**config.mk**
```make
export PLATFORM = sky130hd
export DESIGN_NAME = nubus_cpu_wbuf
export DESIGN_NICKNAME = d
export VERILOG_FILES = /design/src/rtl/nubus_cpu_wbuf.sv
export SDC_FILE = /design/constraint.sdc
export NUM_CORES = 1
export LEC_CHECK = 0
export BUFFER_PORTS_ARGS = -buffer_cell sky130_fd_sc_hd__buf_2
export CORE_MARGIN = 1.5
export CORE_UTILIZATION = 62
export DETAILED_ROUTE_END_ITERATION = 16
export PLACE_DENSITY = 0.85
export SYNTH_ARGS = -nofsm -noshare
export SYNTH_HDL_FRONTEND = slang
export SYNTH_SLANG_ARGS = --single-unit
```
**constraint.sdc**
```tcl
create_clock -name nub_clkn -period 9.9 [get_ports nub_clkn]
set_input_delay 0.99 -clock nub_clkn [delete_from_list [all_inputs] [get_ports nub_clkn]]
set_output_delay 0.99 -clock nub_clkn [all_outputs]
set_load 0.02 [all_outputs]
```
**src/rtl/nubus_cpu_wbuf.sv**
```systemverilog
// ---------------------------------------------------------------------------
// NubusCpuWbuf : posted-write buffer between the CPU bus and the cpu_* port of
// the NuBus master.
//
// CPU writes are acknowledged as soon as they are queued in a small FIFO. The
// FIFO drains to the master strictly in order. Reads and locked accesses are
// held off until the FIFO is empty, so the master always sees CPU requests in
// program order. Read data and the read ack are passed back to the CPU.
//
// Ports
//   nub_clkn, nub_resetn          clock (rising edge) / async active-low reset
//   cpu_valid/addr/wdata/write/lock   CPU request (write==0 means read)
//   cpu_ready, cpu_rdata          one-cycle ack and read data back to the CPU
//   mst_valid/addr/wdata/write/lock   registered request to the NuBus master
//   mst_ready, mst_rdata          master ack and read data
//   wbuf_count                    number of queued posted writes (debug)
// ---------------------------------------------------------------------------
module nubus_cpu_wbuf #(
    parameter int DEPTH = 4,
    parameter int CNT_W = $clog2(DEPTH) + 1
) (
    input  logic             nub_clkn,
    input  logic             nub_resetn,
    input  logic             cpu_valid,
    input  logic [31:0]      cpu_addr,
    input  logic [31:0]      cpu_wdata,
    input  logic [3:0]       cpu_write,
    input  logic             cpu_lock,
    output logic             cpu_ready,
    output logic [31:0]      cpu_rdata,
    output logic             mst_valid,
    output logic [31:0]      mst_addr,
    output logic [31:0]      mst_wdata,
    output logic [3:0]       mst_write,
    output logic             mst_lock,
    input  logic             mst_ready,
    input  logic [31:0]      mst_rdata,
    output logic [CNT_W-1:0] wbuf_count
);

    localparam int AW = CNT_W - 1;
    localparam logic [CNT_W-1:0] FULL_CNT = CNT_W'(DEPTH);
    localparam logic [CNT_W-1:0] ONE_CNT  = {{(CNT_W-1){1'b0}}, 1'b1};

    typedef enum logic [2:0] {
        IDLE,
        WR,
        GAP,
        RD,
        LK
    } state_t;

    state_t            state_q, state_d;
    logic [CNT_W-1:0]  wrPtr_q, wrPtr_d;
    logic [CNT_W-1:0]  rdPtr_q, rdPtr_d;
    logic              mstValid_q, mstValid_d;
    logic [31:0]       mstAddr_q, mstAddr_d;
    logic [31:0]       mstWdata_q, mstWdata_d;
    logic [3:0]        mstWrite_q, mstWrite_d;
    logic              mstLock_q, mstLock_d;
    logic              cpuReady_q, cpuReady_d;
    logic [31:0]       cpuRdata_q, cpuRdata_d;

    // Each entry is {addr, wdata, strobes}.
    logic [67:0]       fifoMem [DEPTH];
    logic [67:0]       headEntry;
    logic [CNT_W-1:0]  count;
    logic              fifoFull;
    logic              fifoEmpty;
    logic              reqActive;
    logic              isWrite;
    logic              push;
    logic              pop;

    // Pointers are one bit wider than the index, so their difference is the
    // occupancy and full/empty are unambiguous. While cpu_ready is high the
    // CPU is still holding the request it just got acked for, so that request
    // must not be acted on again.
    assign count     = wrPtr_q - rdPtr_q;
    assign fifoFull  = (count == FULL_CNT);
    assign fifoEmpty = (count == '0);
    assign reqActive = cpu_valid && !cpuReady_q;
    assign isWrite   = |cpu_write;
    assign pop       = (state_q == WR) && mst_ready;
    assign push      = reqActive && isWrite && !cpu_lock && (!fifoFull || pop);
    assign headEntry = fifoMem[rdPtr_q[AW-1:0]];

    // FIFO storage; contents are don't-care until written, so no reset.
    always_ff @(posedge nub_clkn) begin
        if (push) begin
            fifoMem[wrPtr_q[AW-1:0]] <= {cpu_addr, cpu_wdata, cpu_write};
        end
    end

    // Next-state logic for the master-side FSM, the FIFO pointers and the
    // registered outputs. A write push always acks the CPU on the next cycle;
    // reads and locked accesses ack when the master completes them.
    always_comb begin
        state_d    = state_q;
        wrPtr_d    = push ? (wrPtr_q + ONE_CNT) : wrPtr_q;
        rdPtr_d    = pop  ? (rdPtr_q + ONE_CNT) : rdPtr_q;
        mstValid_d = mstValid_q;
        mstAddr_d  = mstAddr_q;
        mstWdata_d = mstWdata_q;
        mstWrite_d = mstWrite_q;
        mstLock_d  = mstLock_q;
        cpuReady_d = push;
        cpuRdata_d = cpuRdata_q;

        case (state_q)
            IDLE: begin
                if (!fifoEmpty) begin
                    state_d    = WR;
                    mstValid_d = 1'b1;
                    mstAddr_d  = headEntry[67:36];
                    mstWdata_d = headEntry[35:4];
                    mstWrite_d = headEntry[3:0];
                    mstLock_d  = 1'b0;
                end else if (reqActive && cpu_lock) begin
                    state_d    = LK;
                    mstValid_d = 1'b1;
                    mstAddr_d  = cpu_addr;
                    mstWdata_d = cpu_wdata;
                    mstWrite_d = cpu_write;
                    mstLock_d  = 1'b1;
                end else if (reqActive && !isWrite) begin
                    state_d    = RD;
                    mstValid_d = 1'b1;
                    mstAddr_d  = cpu_addr;
                    mstWdata_d = cpu_wdata;
                    mstWrite_d = 4'b0000;
                    mstLock_d  = 1'b0;
                end
            end
            WR: begin
                if (mst_ready) begin
                    state_d    = GAP;
                    mstValid_d = 1'b0;
                end
            end
            RD: begin
                if (mst_ready) begin
                    state_d    = GAP;
                    mstValid_d = 1'b0;
                    cpuReady_d = 1'b1;
                    cpuRdata_d = mst_rdata;
                end
            end
            LK: begin
                if (mst_ready) begin
                    state_d    = GAP;
                    mstValid_d = 1'b0;
                    mstLock_d  = 1'b0;
                    cpuReady_d = 1'b1;
                    if (mstWrite_q == 4'b0000) begin
                        cpuRdata_d = mst_rdata;
                    end
                end
            end
            GAP: begin
                state_d    = IDLE;
                mstValid_d = 1'b0;
            end
            default: begin
                state_d    = IDLE;
                mstValid_d = 1'b0;
            end
        endcase
    end

    // State and output registers; reset discards any queued writes and drops
    // the master request immediately.
    always_ff @(posedge nub_clkn or negedge nub_resetn) begin
        if (!nub_resetn) begin
            state_q    <= IDLE;
            wrPtr_q    <= '0;
            rdPtr_q    <= '0;
            mstValid_q <= 1'b0;
            mstAddr_q  <= '0;
            mstWdata_q <= '0;
            mstWrite_q <= '0;
            mstLock_q  <= 1'b0;
            cpuReady_q <= 1'b0;
            cpuRdata_q <= '0;
        end else begin
            state_q    <= state_d;
            wrPtr_q    <= wrPtr_d;
            rdPtr_q    <= rdPtr_d;
            mstValid_q <= mstValid_d;
            mstAddr_q  <= mstAddr_d;
            mstWdata_q <= mstWdata_d;
            mstWrite_q <= mstWrite_d;
            mstLock_q  <= mstLock_d;
            cpuReady_q <= cpuReady_d;
            cpuRdata_q <= cpuRdata_d;
        end
    end

    assign cpu_ready  = cpuReady_q;
    assign cpu_rdata  = cpuRdata_q;
    assign mst_valid  = mstValid_q;
    assign mst_addr   = mstAddr_q;
    assign mst_wdata  = mstWdata_q;
    assign mst_write  = mstWrite_q;
    assign mst_lock   = mstLock_q;
    assign wbuf_count = count;

endmodule
```
Yosys cells after proc, flatten, opt, wreduce, memory -nomap -nowiden
Memory sizes are Yosys's and may differ from the RTL's.
Cells that the tools add are included.
{"block": "totals", "regBits": 112, "latchBits": 0, "ram_bits": 272, "mem_bits_ro": 0, "in_bits": 105, "out_inout_bits": 106, "word_cells": 79, "mem_count": 1}
{"block": "classes", "n_addsub": 3, "n_mul": 0, "div_mod_pow": 0, "magnitude_cmp": 0, "eq_ne": 10, "shift": 0, "muxes": 31, "bitwise_logic": 0, "n_reduce_logical": 24}
{"name": "fifoMem", "words": 4, "word_bits": 68, "read_ports": 1, "rd_clocked_by_memory_dff": 0, "wr": 1, "line": "65", "rtl": "logic [67:0] fifoMem [DEPTH];"}
{"operator": "$mux 32", "count": 9}
{"operator": "$pmux 32 s2", "count": 1}
{"operator": "$mux 3", "count": 4}
{"operator": "$mux 4", "count": 3}
{"operator": "$mux 1", "count": 11}
{"operator": "$logic_and 1x1->1", "count": 7}
{"operator": "$add 3x1->3 const B", "count": 2}
{"operator": "$eq 3x3->1 const B", "count": 2}
{"operator": "$logic_not 3->1", "count": 2}
{"operator": "$ne 2x2->1 const B", "count": 3}
{"operator": "$pmux 3 s2", "count": 1}
{"operator": "$logic_not 1->1", "count": 4}
{"operator": "$logic_not 4->1", "count": 1}
{"operator": "$ne 4x4->1 const B", "count": 1}
{"operator": "$pmux 1 s2", "count": 2}
{"operator": "$reduce_and 2->1", "count": 2}
{"operator": "$reduce_and 4->1", "count": 1}
{"operator": "$reduce_bool 2->1", "count": 2}
{"operator": "$reduce_or 4->1", "count": 1}
{"operator": "$eq 3x1->1 const B", "count": 1}
{"operator": "$eq 3x2->1 const B", "count": 1}
{"operator": "$ne 3x1->1 const B", "count": 1}
{"operator": "$reduce_and 3->1", "count": 1}
{"operator": "$reduce_or 3->1", "count": 1}
{"operator": "other kinds (4)", "count": 4}

Depth between registers and ports, before layout
Gate-level depths: netlist (run 1).
{"block": "depth", "depth_word": 7, "depth_mapped": 9, "mapped_depth_nobuf": 7}

Least setup slack after synthesis (run 1)
No wires, ideal clock.
{"block": "synth_timing", "path_type": "register to register", "start": "reg wrPtr_q[0]", "end": "mem fifoMem[3][0], enable pin", "setup_ns": 0.435, "t_arrival_ns": 3.453, "t_required_ns": 9.465, "path_slack_ns": 6.011, "stages_incl_launch_ff": 7, "path_buffers": 0, "synth_period_minus_slack_ns": 3.889, "path_cell_list": "dfrtp_1 inv_1 ha_1 fa_1 xor3_1 or3b_2 and3_1"}
{"block": "synth_via", "elab_chain_len": 7}
{"element": "start: declaration", "line": "54", "rtl": "logic [CNT_W-1:0] wrPtr_q, wrPtr_d;"}
{"element": "start signal: assignment", "line": "187", "rtl": "wrPtr_q <= wrPtr_d;"}
{"element": "$sub 3x3->3", "line": "79", "rtl": "assign count = wrPtr_q - rdPtr_q;"}
{"element": "named net wbuf_count[2]", "line": "38", "rtl": "output logic [CNT_W-1:0] wbuf_count"}
{"element": "$eq 3x3->1", "line": "80", "rtl": "assign fifoFull = (count == FULL_CNT);"}
{"element": "$logic_not 1->1", "line": "85", "rtl": "assign push = reqActive && isWrite && !cpu_lock && (!fifoFull || pop);"}
{"element": "$logic_or 1x1->1", "line": "85"}
{"element": "$logic_and 1x1->1", "line": "85"}
{"element": "$mux 1", "line": "90", "rtl": "if (push) begin"}
{"element": "$mux 1 (implied by the code)", "line": "91", "rtl": "fifoMem[wrPtr_q[AW-1:0]] <= {cpu_addr, cpu_wdata, cpu_write};"}
{"element": "end: declaration", "line": "65"}
The timed path passes the listed nets, and every way through them passes these cells.

Final worst setup path (run 1)
{"block": "layout_timing", "start": "reg rdPtr_q[1]", "end": "reg mstWdata_q[1], in the netlist mst_wdata[1]"}
{"block": "layout_via", "elab_chain_len": 4, "word_cells_on_any_way": 6, "cone_classes": "add/sub (1); eq/ne (1); mux (1); reduce/logical (2); memory (1)"}
{"element": "start: declaration", "line": "55", "rtl": "logic [CNT_W-1:0] rdPtr_q, rdPtr_d;"}
{"element": "start signal: assignment", "line": "188", "rtl": "rdPtr_q <= rdPtr_d;"}
{"element": "$sub 3x3->3", "line": "79"}
{"element": "$logic_not 3->1", "line": "81", "rtl": "assign fifoEmpty = (count == '0);"}
{"element": "$ne 3x1->1 (no source line)"}
{"element": "$reduce_and 2->1 (no source line)"}
{"element": "end signal: assignment", "line": "191", "rtl": "mstWdata_q <= mstWdata_d;"}
{"element": "end: declaration", "line": "58", "rtl": "logic [31:0] mstWdata_q, mstWdata_d;"}
Parallel ways exist; a longest one is shown, timed or not.
A chain may end at the register's enable or synchronous reset.

==> results of run 1 <==
[through the flow]
step	power, mW	util	cells
floorplan	4.411	-	726
global placement	4.933	0.6879	1231
detailed placement	5.030	0.6879	1231
CTS	6.457	0.7381	1303
global route	6.705	0.7384	1306
finish	6.413	0.7386	1308
[power by group through the flow]
| stage | registers, mW | clock network [mW] | logic (mW) |
|---|---|---|---|
| floorplan | 2.56 | 0 | 1.86 |
| global placement | 2.39 | 0 | 2.54 |
| detailed placement | 2.41 | 0 | 2.62 |
| CTS | 2.39 | 1.42 | 2.65 |
| global route | 2.43 | 1.49 | 2.78 |
| finish | 2.38 | 1.41 | 2.62 |
[flip-flops by register name, indices dropped and copies added (netlist names), 3 cells and up]
register and flops:
wrPtr_q 3, mst_write 4, mst_wdata 32, state_q 3, mst_addr 32, cpu_rdata 32
rdPtr_q 3, fifoMem 272
[worst reg2reg max path, stage by stage (launching register included)]
cell     delay (ps)
dfrtp_4         830
fa_1            680
xor3_1          470
or2_4           520
buf_4           670
mux2_2          440
mux2_2          280
[area by class of cell]
class | count | area share
sequential | 384 | 0.6111
multi-input combinational | 299 | 0.2347
timing repair buffer | 216 | 0.06115
clock buffer | 45 | 0.05614
tap | 324 | 0.02257
clock inverter | 27 | 0.01191
inverter | 8 | 0.001672
antenna | 5 | 0.0006965
[cell families after synthesis]
logic type	after synthesis	synth area share
XOR/XNOR	5	0.003821
adder cells (fa/ha/maj)	7	0.006179
multiplexers	237	0.2414
AO/OA/AOI/OAI	14	0.006911
AND/OR/NAND/NOR	36	0.01374
buffers and inverters	43	0.01512
flip-flops	384	0.7128
[final timing paths]
path | from | endpoint | slack [ps] | cells past startpoint
max | rdPtr_q[1] | mst_wdata[1] | 5890 | 6
min | nub_resetn | mst_wdata[17] | 450 | 1
max reg2reg | rdPtr_q[1] | mst_wdata[1] | 5890 | 6
min reg2reg | cpu_rdata[22] | cpu_rdata[22] | 500 | 1
max in group asynchronous | nub_resetn | rdPtr_q[0] | 7970 | 2
min in group nub_clkn | cpu_rdata[22] | cpu_rdata[22] | 500 | 1
[cell usage in the layout, fill, tap and decap left out, types with 6 or more instances in the layout]
| master | synthesis | routed |
|---|---|---|
| clkbuf_16 | 0 | 39 |
| mux2_2 | 88 | 88 |
| buf_4 | 5 | 7 |
| dfrtp_1 | 112 | 110 |
| nand2_1 | 12 | 12 |
| mux4_2 | 68 | 68 |
| inv_1 | 8 | 8 |
| clkinv_1 | 0 | 8 |
| edfxtp_1 | 272 | 272 |
| buf_2 | 12 | 209 |
| clkinv_2 | 0 | 11 |
| mux2_4 | 76 | 76 |
| ha_1 | 6 | 6 |
[metal layers]
metal  vias up  global-route usage  wire length, um
li1       3345                   -                -
met1      4001              0.3265            12290
met2       264              0.3945            15100
met3        54             0.05036             1810
met4         0             0.07859              727
met5         -                   0                0
==> qor.txt, run 1 <==
most frequent cell after synthesis: edfxtp_1
Main synth FF type: edfxtp_1
Routed WL: 29930 um
Pint: 4.330 mW
Syn Inst Count: 726
pre-CTS setup slack: 5940 ps
Worst Tran Pin Value: 1098 ps
EDFF count, synth: 272
Post-CTS Setup Bufs: 0
Initial DRC Count: 554
clock network power share: 0.219
GRT overflow: 0
clock transition at the registers of the reported paths: 60 ps
number of global-route vias before repair: 8141
most frequent cells after synthesis: edfxtp_1, dfrtp_1, mux2_2
I/O pin cnt: 211
core area: 24320 um^2
Post-Synthesis Net Count: 838
Skew-Pair Late Insertion Delay: 540 ps
H-tree level count: 2
post-route cell area: 17960 um^2
arrival time worst endpoint: 4420 ps
area of the multi-input gates: 4217 um^2
TritonCTS Buffers: 39
Hold WC Path Type: in -> async
Worst Setup End Kind: flop
Max-cap violations: 0
crit path time final: 4006 ps
Buf/Inv on CP: 1
Top cell by count, worst path: mux2_2
Synth area leader: edfxtp_1
post-route setup slack: 5894 ps
drc violations: 0
CTS tree: yes
max-slew violations: 0
initial antenna violation count: 5
Slowest-stage cell, CP: dfrtp_4
Max Freq: 0.2496 GHz
Synth Warn #: 0
nets: 1060
share of the synthesized area in the top cell type: 0.5307
CTS Buffer Depth: 3
GRT Total Usage: 0.2401
Area Growth Syn to Fin: 16.72%
Seq. cell area: 10980 um^2
Buffers on Ports: 210
Flop pwr share: 0.372
DIE WIDTH: 160.6 um
endpoints failing setup: 0
Placed Area: 16730 um^2
WL/cell: 22.88 um
PwrDens: 357.0 nW/um^2
initial core utilization: 0.6328
Combinational Power Share: 0.409
DIE HEIGHT: 160.6 um
TritonCTS Sinks: 384
hold_buf cts: 0
die area: 25780 um^2
fin crit share: 0.4047
startpoint types: flop
Hold Worst Slack: 452.0 ps
Rel. slew slack: 0.2677
Routed Antenna Nets: 0
GP Congestion: 0.7757
switch share: 0.3248
Setup CP Type: reg -> reg
pin count of the biggest net entering global routing: 78
Psw: 2.083 mW
Final Hold Viols: 0
FF+latch count, synth: 384
first-pass GRT wire length: 46630 um
dpl hpwl: 16840 um
Avg Cell Area, Syn: 21.20 um^2
Max Clock Skew: 23.33 ps
Worst EP required: 10310 ps
Max FO, Critical Path: 71
P_leak: 6.945 nW
Post-Syn Area: 15390 um^2
post-CTS sizing: 0
vias per inst: 5.859
clk root buf: clkbuf_16
crit-path max cell delay: 830 ps
status: finished clean
filler instances: 1397
RSZ-0062 raised after global routing: no
FP Rows: 57
sequential share of the synthesized area: 0.7128
Netlist cell types: 46
VDD IR-drop max: 0.0002520 V
Vias: 7664
1st-pass router iterations: 5
crit-path leading delay family: flip-flops
TNS Setup: 0 ps
Async S/R FF share, synth: 0.2917
crit-path cells: fa_1 > xor3_1 > or2_4 > buf_4 > mux2_2 > mux2_2
fraction of layout cells with a size suffix above 1: 0.5322
top cells by area, synth: edfxtp_1, dfrtp_1, mux4_2
No activity file was read; power rests on OpenSTA's default activity.
==> inputs of run 2 (changes only) <==
Settings changed: CORE_UTILIZATION 62 to 57, PLACE_DENSITY 0.85 to 0.79.
Clock period 9.9 ns to 3.9 ns, I/O delays scaled along.
==> qor.txt, run 2 (synthesis results as in run 1) <==
status: finished, violations left
failing checks: negative hold slack
Max-cap violations: 0 (unchanged)
pin count of the biggest net entering global routing: 71 (-9.0%)
1st-pass router iterations: 4 (-1)
Max Freq: 0.3152 GHz (+26%)
Area Growth Syn to Fin: 18.07%
first-pass GRT wire length: 46400 um (-0.50%)
post-route setup slack: 726.9 ps (-5167 ps)
number of global-route vias before repair: 8169 (+0.34%)
post-CTS sizing: 0 (unchanged)
reg2reg end: fifoMem[0][26]
Tot Pwr: 16.54 mW (+160%)
clk root buf: clkbuf_16
Hold Worst Slack: -11.90 ps (-463.9 ps)
max reg flops: 272 (unchanged)
Worst EP required: 4030 ps (-6280 ps)
Seq. cell area: 10980 um^2 (unchanged)
most common cell after layout, fill and taps aside: edfxtp_1
VDD IR-drop max: 0.0007043 V (+180%)
Skew-Pair Late Insertion Delay: 520 ps (-20 ps)
Worst Tran Pin Value: 1116 ps (+17.44 ps)
pre-CTS setup slack: 743.7 ps (-5196 ps)
startpoint types: flop
crit path time final: 3173 ps (-833.0 ps)
H-tree level count: 2 (unchanged)
DIE WIDTH: 167.3 um (+4.2%)
DIE HEIGHT: 167.3 um (+4.2%)
max-slew violations: 0 (unchanged)
initial antenna violation count: 4 (-1)
R2R cell count: 6 (unchanged)
GP Congestion: 0.7839 (+1.1%)
TNS Setup: 0 ps (unchanged)
nets: 1067 (+0.66%)
Setup CP Type: reg -> reg
Hold WC Path Type: in -> async
Buffers on Ports: 210 (unchanged)
drc violations: 0 (unchanged)
Rel. slew slack: 0.2561 (-0.01163)
fin crit share: 0.8136 (+0.4090)
Routed Antenna Nets: 0 (unchanged)
WL/cell: 22.36 um (-2.3%)
Final Hold Viols: 17 (+17)
GRT overflow: 0 (unchanged)
R2R Setup Slk: 730 ps (-5170 ps)
most frequent cells in the layout: edfxtp_1, buf_2, dfrtp_1
Routed WL: 29600 um (-1.1%)
PwrDens: 910.3 nW/um^2 (+150%)
Worst Setup End Kind: flop
arrival time worst endpoint: 3300 ps (-1120 ps)
P_leak: 7.043 nW (+1.4%)
dpl hpwl: 17270 um (+2.5%)
die area: 27990 um^2 (+8.6%)
RSZ-0062 raised after global routing: no
CTS Buffer Depth: 3 (unchanged)
vias per inst: 5.703 (-2.7%)
reg2reg start: wrPtr_q[0]
Post-CTS Setup Bufs: 0 (unchanged)
core area: 26280 um^2 (+8.1%)
Vias: 7551 (-1.5%)
FP Rows: 59 (+3.5%)
Initial DRC Count: 440 (-21%)
filler instances: 1646 (+18%)
CTS tree: yes
area of the multi-input gates: 4217 um^2 (unchanged)
Max FO, Critical Path: 68 (-4.2%)
TritonCTS Sinks: 384 (unchanged)
Max Clock Skew: 12.54 ps (-10.79 ps)
clock transition at the registers of the reported paths: 60 ps (about the same)
initial core utilization: 0.5856 (-0.04721)
hold_buf cts: 0 (unchanged)
fraction of layout cells with a size suffix above 1: 0.5360 (+0.003865)
I/O pin cnt: 211 (unchanged)
CP startpoint: wrPtr_q[0]
TritonCTS Buffers: 39 (unchanged)
final core utilization: 0.6914 (-0.04720)
endpoints failing setup: 0 (unchanged)
GRT Total Usage: 0.2175 (-0.02261)
[run 2: cell types whose count changed in the layout (fill, tap and decap cells not counted), sizes merged]
| cell | before | now |
|---|---|---|
| diode | 5 | 4 |
| buf | 216 | 223 |
| bufinv | 3 | 5 |
| clkinv | 19 | 15 |
| clkinvlp | 2 | 0 |
| clkbuf | 45 | 48 |
[run 2: routing by layer]
metal	wire length (um)	share of wire	up-vias	global-route usage
met5	0	0	-	0
met4	666	0.023	0	0.07207
met3	1791	0.061	54	0.04727
met2	15040	0.51	238	0.3629
met1	12100	0.41	3903	0.2879
li1	-	-	3356	-
[run 2: how the worst max path moves through the flow]
stage | to | slack (ps) | cells past startpoint
global placement | fifoMem[0][25] | 820 | 6
floorplan | fifoMem[3][0] | 10 | 6
global route | fifoMem[0][26] | 560 | 6
CTS | fifoMem[0][32] | 710 | 6
detailed placement | fifoMem[0][25] | 740 | 6
finish | fifoMem[0][26] | 730 | 6
[run 2: critical path: stages, from the launching register on]
cell     delay [ps]
dfrtp_1         370
inv_1           110
ha_1            230
fa_1            370
xor3_1          430
or3b_2          280
and3_4          930
[run 2: area by class of cell]
| type | count | area share |
|---|---|---|
| clock buffer | 48 | 0.05729 |
| multi-input combinational | 299 | 0.2320 |
| antenna | 4 | 0.0005508 |
| clock inverter | 23 | 0.01446 |
| timing repair buffer | 223 | 0.06679 |
| sequential | 384 | 0.6041 |
| tap | 335 | 0.02307 |
| inverter | 8 | 0.001653 |
[run 2: stage by stage]
step,instances,cell area [um^2]
6_report,1324,18170
5_1_grt,1323,18170
4_1_cts,1320,18160
3_5_place_dp,1249,16860
3_3_place_gp,1249,16860
2_1_floorplan,726,15390
[run 2: where the power goes]
| group | total (mW) | switching, mW | internal (mW) |
|---|---|---|---|
| registers | 5.80 | 0.422 | 5.38 |
| logic | 6.98 | 3.33 | 3.65 |
| clock network | 3.76 | 1.51 | 2.25 |
| total | 16.5 | 5.26 | 11.3 |
==> inputs of run 3 (changes only) <==
Settings changed: CORE_UTILIZATION 57 to 52, PLACE_DENSITY 0.79 to 0.76.
Clock period 3.9 ns to 2.85 ns, I/O delays scaled along.
==> qor.txt, run 3 (synthesis results as in run 1) <==
I/O pin cnt: 211 (unchanged)
TritonCTS Sinks: 384 (unchanged)
TritonCTS Buffers: 39 (unchanged)
GRT Total Usage: 0.1991 (-0.01847)
Routed Antenna Nets: 0 (unchanged)
Area Growth Syn to Fin: 24.62%
reg2reg start: rdPtr_q[0]
Routed WL: 29650 um (+0.18%)
Buf/Inv on CP: 1 (unchanged)
Max FO, Critical Path: 24 (-65%)
hold path start: mst_rdata[10]
CTS Buffer Depth: 3 (unchanged)
initial core utilization: 0.5319 (-0.05373)
Max Clock Skew: 30.25 ps (+17.71 ps)
clock transition at the registers of the reported paths: 60 ps (about the same)
Hold Worst Slack: 12.77 ps (+24.67 ps)
startpoint types: flop
DIE WIDTH: 175.0 um (+4.6%)
crit-path leading delay family: simple AND/OR/NAND/NOR gates
1st-pass router iterations: 4 (unchanged)
most common cell after layout, fill and taps aside: edfxtp_1
Max-cap violations: 0 (unchanged)
PwrDens: 1188 nW/um^2 (+31%)
nets: 1151 (+7.9%)
Worst EP required: 3110 ps (-920 ps)
FP Rows: 62 (+5.1%)
GRT overflow: 0 (unchanged)
Hold WC Path Type: in -> reg
first-pass GRT wire length: 47090 um (+1.5%)
core area: 28940 um^2 (+10%)
Rel. slew slack: 0.3064 (+0.05030)
Vias: 7753 (+2.7%)
initial antenna violation count: 0 (-4)
H-tree level count: 2 (unchanged)
WL/cell: 20.39 um (-8.8%)
fin crit share: 0.9737 (+0.1601)
Max Freq: 0.3604 GHz (+14%)
RSZ-0062 raised after global routing: no
clk root buf: clkbuf_16
max-slew violations: 0 (unchanged)
CTS tree: yes
Tot Pwr: 22.79 mW (+38%)
status: finished clean
VDD IR-drop max: 0.0007386 V (+4.9%)
DIE HEIGHT: 175.0 um (+4.6%)
Setup CP Type: reg -> reg
Worst Tran Pin Value: 1040 ps (-75.46 ps)
fraction of layout cells with a size suffix above 1: 0.5075 (-0.02856)
most frequent cells in the layout: edfxtp_1, buf_2, dfrtp_1
CP startpoint: rdPtr_q[0]
Initial DRC Count: 458 (+4.1%)
Skew-Pair Late Insertion Delay: 530 ps (about the same)
n_diodes: 0 (-4)
Slowest-stage cell, CP: or3b_2
die area: 30640 um^2 (+9.4%)
max reg flops: 272 (unchanged)
arrival time worst endpoint: 3040 ps (-260 ps)
crit-path max cell delay: 520 ps (-410 ps)
crit path time final: 2775 ps (-398.0 ps)
vias per inst: 5.332 (-6.5%)
Post-CTS Setup Bufs: 0 (unchanged)
Final Hold Viols: 0 (-17)
dpl hpwl: 18450 um (+6.8%)
endpoints failing setup: 0 (unchanged)
number of global-route vias before repair: 8352 (+2.2%)
P_leak: 7.426 nW (+5.4%)
pin count of the biggest net entering global routing: 71 (unchanged)
GP Congestion: 0.7477 (-4.6%)
crit-path cells: ha_1 > fa_1 > xor3_2 > or3b_2 > and3_4 > buf_12
drc violations: 0 (unchanged)
Buffers on Ports: 210 (unchanged)
Worst Setup End Kind: flop
run 3: changes by cell type in the layout (fill, tap and decap cells not counted), moves of 2 or more:
cell and delta:
buf_12 +14, bufinv_16 -2, clkinv_1 +2, clkinvlp_4 +4, diode_2 -4, dlygate4sd3_1 +70
run 3: path summary, 6_finish.rpt:
kind | end | slack [ps] | cells after the start
max in group asynchronous | rdPtr_q[1] | 1770 | 3
min reg2reg | rdPtr_q[2] | 490 | 1
max reg2reg | fifoMem[3][51] | 70 | 6
max | fifoMem[3][51] | 70 | 6
min in group asynchronous | mst_addr[4] | 330 | 2
min | cpu_rdata[10] | 10 | 2
run 3: cell type report:
cell class                 count  area (um^2)
clock buffer                  48         1062
fill                        1905         9757
inverter                       8        30.03
tap                          384        480.5
multi-input combinational    299         4218
timing repair buffer         307         2195
sequential                   384        10980
clock inverter                24        215.2
run 3: what timing repair did:
item,4_1_cts,5_1_grt
hold buffers,70,0
endpoints found under the hold margin,227,0
resized for setup,0,1
setup endpoints to repair,0,49
run 3: power by group:
group	switching, mW	internal (mW)
clock	2.08	2.94
sequential	0.543	7.35
combinational	4.58	5.30
run 3: worst register-to-register path: cells and delay by family (launching register included):
family / cells / cell delay (ps)
flops: 1 / 490
simple gates: 2 / 810
xor+xnor: 1 / 450
buf+inv: 1 / 190
fa+ha+maj: 2 / 570
run 3: metrics by stage:
step	instances	setup WS (ps)	setup TNS, ps	util	area (um^2)
finish	1454	74.96	0	0.6628	19180
global route	1454	6.537	0	0.6628	19180
CTS	1454	34.34	0	0.6628	19180
detailed placement	1312	58.37	0	0.5944	17200
global placement	1312	103.4	0	0.5944	17200
floorplan	726	-263.8	-53810	-	15400
run 3: routing by layer:
layer,global-route usage,part of all wire
met1,0.2745,0.43
met2,0.3342,0.51
met3,0.03003,0.046
met4,0.05342,0.020
met5,0,0
